$ cat config.mk
export PLATFORM = sky130hd
export DESIGN_NAME = mem_bist
export DESIGN_NICKNAME = d
export VERILOG_FILES = /design/src/rtl/mem_bist.sv
export SDC_FILE = /design/constraint.sdc
export NUM_CORES = 1
export LEC_CHECK = 0
export CORE_MARGIN = 2
export CORE_UTILIZATION = 56
export DETAILED_ROUTE_END_ITERATION = 10
export PLACE_DENSITY = 0.86
export SETUP_SLACK_MARGIN = 0.4
export SYNTH_ARGS = -nofsm -noshare
export SYNTH_HDL_FRONTEND = slang
export SYNTH_SLANG_ARGS = --single-unit
$ cat constraint.sdc
create_clock -name clk -period 7.4 [get_ports clk]
set_input_delay 1.48 -clock clk [delete_from_list [all_inputs] [get_ports clk]]
set_output_delay 1.48 -clock clk [all_outputs]
set_load 0.01 [all_outputs]
$ cat src/rtl/mem_bist.sv
// mem_bist: write/read sweep memory self-test over DEPTH locations starting at BASE_ADDR.
// Modes: 0 constant PATTERN, 1 address-derived data, 2 checkerboard, 3 read-only checksum.
// Reads are pipelined back-to-back; each returned word is checked one cycle after issue.
module mem_bist #(
    parameter int unsigned           ADDR_WIDTH = 16,
    parameter int unsigned           DATA_WIDTH = 8,
    parameter logic [ADDR_WIDTH-1:0] BASE_ADDR  = 16'h8000,
    parameter int unsigned           DEPTH      = 32768,
    parameter logic [DATA_WIDTH-1:0] PATTERN    = 8'h25
) (
    input  logic                  clk,
    input  logic                  reset,
    input  logic                  start,
    input  logic [1:0]            mode,
    input  logic                  abort,
    output logic [ADDR_WIDTH-1:0] mem_addr,
    output logic [DATA_WIDTH-1:0] mem_wdata,
    output logic                  mem_we,
    output logic                  mem_oe,
    input  logic [DATA_WIDTH-1:0] mem_rdata,
    output logic                  busy,
    output logic                  done,
    output logic                  pass,
    output logic                  aborted,
    output logic [15:0]           err_count,
    output logic [ADDR_WIDTH-1:0] fail_addr,
    output logic [DATA_WIDTH-1:0] checksum
);

    localparam int unsigned OFF_W = (DEPTH > 1) ? $clog2(DEPTH) : 1;
    localparam logic [OFF_W-1:0] LAST_OFF = OFF_W'(DEPTH - 1);

    // Alternating 0101... word (8'h55 at 8 bits), built wide then trimmed for odd widths
    localparam int unsigned CHK_PAIRS = (DATA_WIDTH + 1) / 2;
    localparam logic [2*CHK_PAIRS-1:0] CHK_WIDE = {CHK_PAIRS{2'b01}};
    localparam logic [DATA_WIDTH-1:0] CHECKER = CHK_WIDE[DATA_WIDTH-1:0];

    typedef enum logic [2:0] {
        S_IDLE,
        S_WRITE,
        S_READ,
        S_FLUSH,
        S_DONE
    } state_t;

    state_t                  state_q;
    logic [1:0]              mode_q;
    logic [OFF_W-1:0]        off_q;
    logic                    pend_q;
    logic [OFF_W-1:0]        pend_off_q;
    logic [ADDR_WIDTH-1:0]   mem_addr_q;
    logic [DATA_WIDTH-1:0]   mem_wdata_q;
    logic                    mem_we_q;
    logic                    mem_oe_q;
    logic                    busy_q;
    logic                    done_q;
    logic                    pass_q;
    logic                    aborted_q;
    logic [15:0]             err_count_q;
    logic [ADDR_WIDTH-1:0]   fail_addr_q;
    logic [DATA_WIDTH-1:0]   checksum_q;

    logic [DATA_WIDTH-1:0]   exp_data;
    logic                    mism;
    logic [15:0]             err_d;

    function automatic logic [DATA_WIDTH-1:0] data_of(input logic [1:0] m, input logic [OFF_W-1:0] off);
        case (m)
            2'd0:    data_of = PATTERN;
            2'd1:    data_of = DATA_WIDTH'(off);
            2'd2:    data_of = off[0] ? ~CHECKER : CHECKER;
            default: data_of = '0;
        endcase
    endfunction

    function automatic logic [ADDR_WIDTH-1:0] addr_of(input logic [OFF_W-1:0] off);
        return BASE_ADDR + ADDR_WIDTH'(off);
    endfunction

    // Compare the word returning this cycle and form the saturating error count
    always_comb begin
        exp_data = data_of(mode_q, pend_off_q);
        mism     = pend_q && (mode_q != 2'd3) && (mem_rdata != exp_data);
        err_d    = err_count_q;
        if (mism && (err_count_q != 16'hFFFF)) begin
            err_d = err_count_q + 16'd1;
        end
    end

    // Sweep sequencer, read-compare pipeline and registered status outputs
    always_ff @(posedge clk or negedge reset) begin
        if (!reset) begin
            state_q     <= S_IDLE;
            mode_q      <= '0;
            off_q       <= '0;
            pend_q      <= 1'b0;
            pend_off_q  <= '0;
            mem_addr_q  <= '0;
            mem_wdata_q <= '0;
            mem_we_q    <= 1'b0;
            mem_oe_q    <= 1'b0;
            busy_q      <= 1'b0;
            done_q      <= 1'b0;
            pass_q      <= 1'b0;
            aborted_q   <= 1'b0;
            err_count_q <= '0;
            fail_addr_q <= '0;
            checksum_q  <= '0;
        end else begin
            done_q <= 1'b0;
            if (busy_q && abort) begin
                // A read still in flight is dropped: it is neither compared nor summed
                state_q   <= S_IDLE;
                busy_q    <= 1'b0;
                mem_we_q  <= 1'b0;
                mem_oe_q  <= 1'b0;
                pend_q    <= 1'b0;
                aborted_q <= 1'b1;
            end else begin
                if (pend_q) begin
                    checksum_q  <= checksum_q + mem_rdata;
                    err_count_q <= err_d;
                    if (mism && (err_count_q == '0)) begin
                        fail_addr_q <= addr_of(pend_off_q);
                    end
                end
                pend_q     <= (state_q == S_READ);
                pend_off_q <= off_q;
                case (state_q)
                    S_IDLE: begin
                        if (start) begin
                            mode_q      <= mode;
                            off_q       <= '0;
                            busy_q      <= 1'b1;
                            pass_q      <= 1'b0;
                            aborted_q   <= 1'b0;
                            err_count_q <= '0;
                            fail_addr_q <= '0;
                            checksum_q  <= '0;
                            mem_addr_q  <= BASE_ADDR;
                            if (mode == 2'd3) begin
                                state_q  <= S_READ;
                                mem_oe_q <= 1'b1;
                            end else begin
                                state_q     <= S_WRITE;
                                mem_we_q    <= 1'b1;
                                mem_wdata_q <= data_of(mode, '0);
                            end
                        end
                    end
                    S_WRITE: begin
                        if (off_q == LAST_OFF) begin
                            state_q     <= S_READ;
                            off_q       <= '0;
                            mem_we_q    <= 1'b0;
                            mem_oe_q    <= 1'b1;
                            mem_addr_q  <= addr_of('0);
                            mem_wdata_q <= '0;
                        end else begin
                            off_q       <= off_q + 1'b1;
                            mem_addr_q  <= addr_of(off_q + 1'b1);
                            mem_wdata_q <= data_of(mode_q, off_q + 1'b1);
                        end
                    end
                    S_READ: begin
                        if (off_q == LAST_OFF) begin
                            state_q  <= S_FLUSH;
                            mem_oe_q <= 1'b0;
                        end else begin
                            off_q      <= off_q + 1'b1;
                            mem_addr_q <= addr_of(off_q + 1'b1);
                        end
                    end
                    S_FLUSH: begin
                        // The final compare lands on this edge, so pass uses the updated count
                        state_q <= S_DONE;
                        busy_q  <= 1'b0;
                        done_q  <= 1'b1;
                        pass_q  <= (err_d == '0);
                    end
                    S_DONE: begin
                        state_q <= S_IDLE;
                    end
                    default: begin
                        state_q <= S_IDLE;
                    end
                endcase
            end
        end
    end

    assign mem_addr  = mem_addr_q;
    assign mem_wdata = mem_wdata_q;
    assign mem_we    = mem_we_q;
    assign mem_oe    = mem_oe_q;
    assign busy      = busy_q;
    assign done      = done_q;
    assign pass      = pass_q;
    assign aborted   = aborted_q;
    assign err_count = err_count_q;
    assign fail_addr = fail_addr_q;
    assign checksum  = checksum_q;

endmodule

==> impl_metrics.csv <==
group,metric,value,unit
sta,finalSetupTns,0,ps
logic_synthesis,post-synth-top-count-cell,"nand2_1",
clocking,clk_latency,360,ps
sta,period_share,55.1,%
sta,rsz0062_at_grt,"no",
setup_path,worst_r2r_path_depth,9,
die,die_y,98.5,µm
clocking,clk_pin_slew_worst_paths,90,ps
finish,nets,641,
global_routing,grt_pass1_wl,20400,µm
clocking,cts_tree,"done",
die,core,8680,µm²
placed_design,place_hpwl,9020,µm
clocking,numCtsBuffers,9,
logic_synthesis,ys.flop_type,"dfrtp_1",
flow_run,maxCapViolations,0,
setup_path,cp-end-kind,"register",
sta,max_freq,245,MHz
logic_synthesis,ys_types,67,
sta,fin_crit,4080,ps
placed_design,placed_cells,713,
routing,vias_per_cell,6.12,
logic_synthesis,synth_common_cells,"nand2_1, dfrtp_1, nor2_1",
power,switchingPower,717,µW
setup_path,cp_slowest_cell,"or4_4",
logic_synthesis,syn_inst,553,
clocking,clock_path_buffers,2,
routing,dr.pass1.iters,5,
setup_path,crit_path_end,"fail_addr[0]",
logic_synthesis,synth-async-reset-ratio,100,%
global_routing,antenna_found_initial,0,
logic_synthesis,synth-edff-count,0,
setup_path,start_kind,"input pin",
logic_synthesis,yosysWarnings,0,
routing,drt-total-wl,12500,µm
die,fp-row-count,34,
finish,drive_gt1_share,5.48,%
logic_synthesis,syn_avg_cell_area,9.04,µm²
global_routing,grt_pass1_vias,4142,
clocking,cts_setup_buffers,0,
power,switching_share,41.0,%
power,pwr-share-seq,41.6,%
finish,layout.cells.non_filler,729,
global_routing,grt_remaining_overflow,0,
logic_synthesis,synth_area_leaders,"dfrtp_1, nand2_1, a22o_1, o21ai_0, a21oi_1",
sta,worst_pin_slew,1120,ps
setup_path,cp.arrival,4370,ps
routing,vias,4464,
setup_path,path_class,"input pin to register",
die,start_util,57.6,%
clocking,htree_num_levels,3,
power,combPwrFrac,40.6,%
logic_synthesis,synth-seq-area-share,45.5,%
power,power.internal,1030,µW
clocking,cts.repair.resized,0,
sta,final-setup-viol-count,0,
routing,drc_errors,0,
outcome,status,"completed",
setup_path,r2r-start,"off_q[0]",
routing,ant_nets,0,
global_routing,track_usage,25.9,%
die,die-area,9700,µm²
global_routing,grt_max_degree,69,
finish,diodes,0,
die,io_pins,84,
die,die_x,98.5,µm
logic_synthesis,synth_seq_cells,91,
logic_synthesis,yosys.area.top_type_share,45.5,%
sta,holdWs,477,ps
clocking,cts_root_buf,"clkbuf_8",
min_path,min_delay_path_depth,2,
sta,drv_slew,0,
setup_path,cp.required,7690,ps
sta,finClkSkew,8.07,ps
placed_design,gp_congestion,0.941,
power,p_clk_share,17.9,%
logic_synthesis,synth_nets,578,
logic_synthesis,syn_area,5000,µm²
min_path,hold_path.class,"register to register",
setup_path,path_max_fanout,15,
setup_path,critical_path.max_stage_delay,630,ps
finish,syn2layout_area_growth,20.2,%
clocking,hold_buffers,0,
routing,wl_per_cell,17.1,µm
setup_path,reg2reg_slack,4100,ps
setup_path,r2r_end,"mem_addr[14]",
placed_design,numPortBuffers,83,
power,irDropWorstVdd,0.000199,V
power,p_leak,0.00264,µW
power,p_per_area,291,nW/µm²
clocking,numClockSinks,91,
setup_path,crit_chain,"clkdlybuf4s50_1 -> nand2b_1 -> and4_1 -> a211oi_1 -> or4_4 -> o21ai_4 -> nor2_1 -> o21ai_2 -> a22o_1",
logic_synthesis,yosys.area.top_type,"dfrtp_1",
sta,hold_violations,0,
routing,drtIter0Drc,302,
setup_path,crit_start,"mem_rdata[0]",
sta,max-slew-margin-rel,25.0,%
-- cell type report --
cell class / count / area [µm²]
Sequential cell: 91 / 2280
Fill cell: 684 / 2670
Multi-Input combinational cell: 412 / 2510
Clock inverter: 5 / 36.3
Inverter: 16 / 60.1
Tap cell: 108 / 135
Clock buffer: 11 / 141
Timing Repair Buffer: 86 / 851
-- sequential cells by signal, summed over array words and instances (netlist names) --
signal      cells
aborted         1
busy            1
checksum        8
done            1
err_count      16
fail_addr      16
mem_addr        2
mem_oe          1
mem_wdata       8
mem_we          1
mode_q          2
off_q          14
pass            1
pend_off_q     15
pend_q          1
state_q         3
-- cell families (layout without fill, tap and decap cells) --
logic type               after synthesis  count (layout)  synth area share [%]
AND/OR/NAND/NOR                      218             218                  21.0
AO/OA/AOI/OAI                        145             145                  19.4
flip-flops                            91              91                  45.5
buffers and inverters                 50             118                  4.25
XOR/XNOR                              32              32                  5.60
adder cells (fa/ha/maj)               11              11                  2.90
multiplexers                           6               6                  1.28
-- cells in the final DEF, fill, tap and decap left out, types with 8 or more instances in the layout --
cell type / count
o21ai_0: 34
and3_1: 8
xnor2_1: 17
clkbuf_8: 10
o21ai_1: 10
nand3_1: 20
ha_1: 10
a22o_1: 20
nor2_1: 37
nand2_1: 94
nor3_1: 12
a21oi_1: 31
inv_1: 15
dfrtp_1: 91
clkdlybuf4s50_1: 82
xor2_1: 15
-- worst min path at each step --
| stage | startpoint | endpoint | slack [ps] |
|---|---|---|---|
| 4_1_cts | pend_off_q[13] | pend_off_q[13] | 480 |
| 2_1_floorplan | pend_off_q[10] | pend_off_q[10] | 440 |
| 6_report | pend_off_q[13] | pend_off_q[13] | 480 |
| 3_3_place_gp | mem_addr[15] | mem_addr[15] | 450 |
| 3_5_place_dp | pend_off_q[13] | pend_off_q[13] | 460 |
| 5_1_grt | mem_addr[15] | mem_addr[15] | 520 |
-- per-layer routing --
metal	up-vias	wire length, µm	GRT usage [%]
met5	-	0	0
met4	0	214	7.27
met3	23	831	5.46
met2	198	5900	40.7
met1	2150	5520	36.8
li1	2093	-	-
-- per-stage QoR --
step	utilization, %	area [µm²]	setup slack (ps)	power [µW]
finish	69.3	6010	3320	1750
global route	69.3	6010	3180	1860
CTS	69.3	6010	3350	1750
detailed placement	67.2	5830	2980	1430
global placement	67.2	5830	3140	1400
floorplan	-	5000	4020	1180
-- power groups by stage --
stage | Combinational [µW] | Clock (µW) | Sequential [µW]
2_1_floorplan | 484 | 0 | 691
3_3_place_gp | 681 | 0 | 723
3_5_place_dp | 705 | 0 | 729
4_1_cts | 709 | 318 | 721
5_1_grt | 778 | 341 | 739
6_report | 709 | 313 | 726
-- critical path: cells and delay by family --
family	cells	cell delay [ps]
AOI/OAI and AO/OA	4	1210
and+or+nand+nor	4	1120
buffers and inverters	1	550
Power figures use the tool's default switching activity.
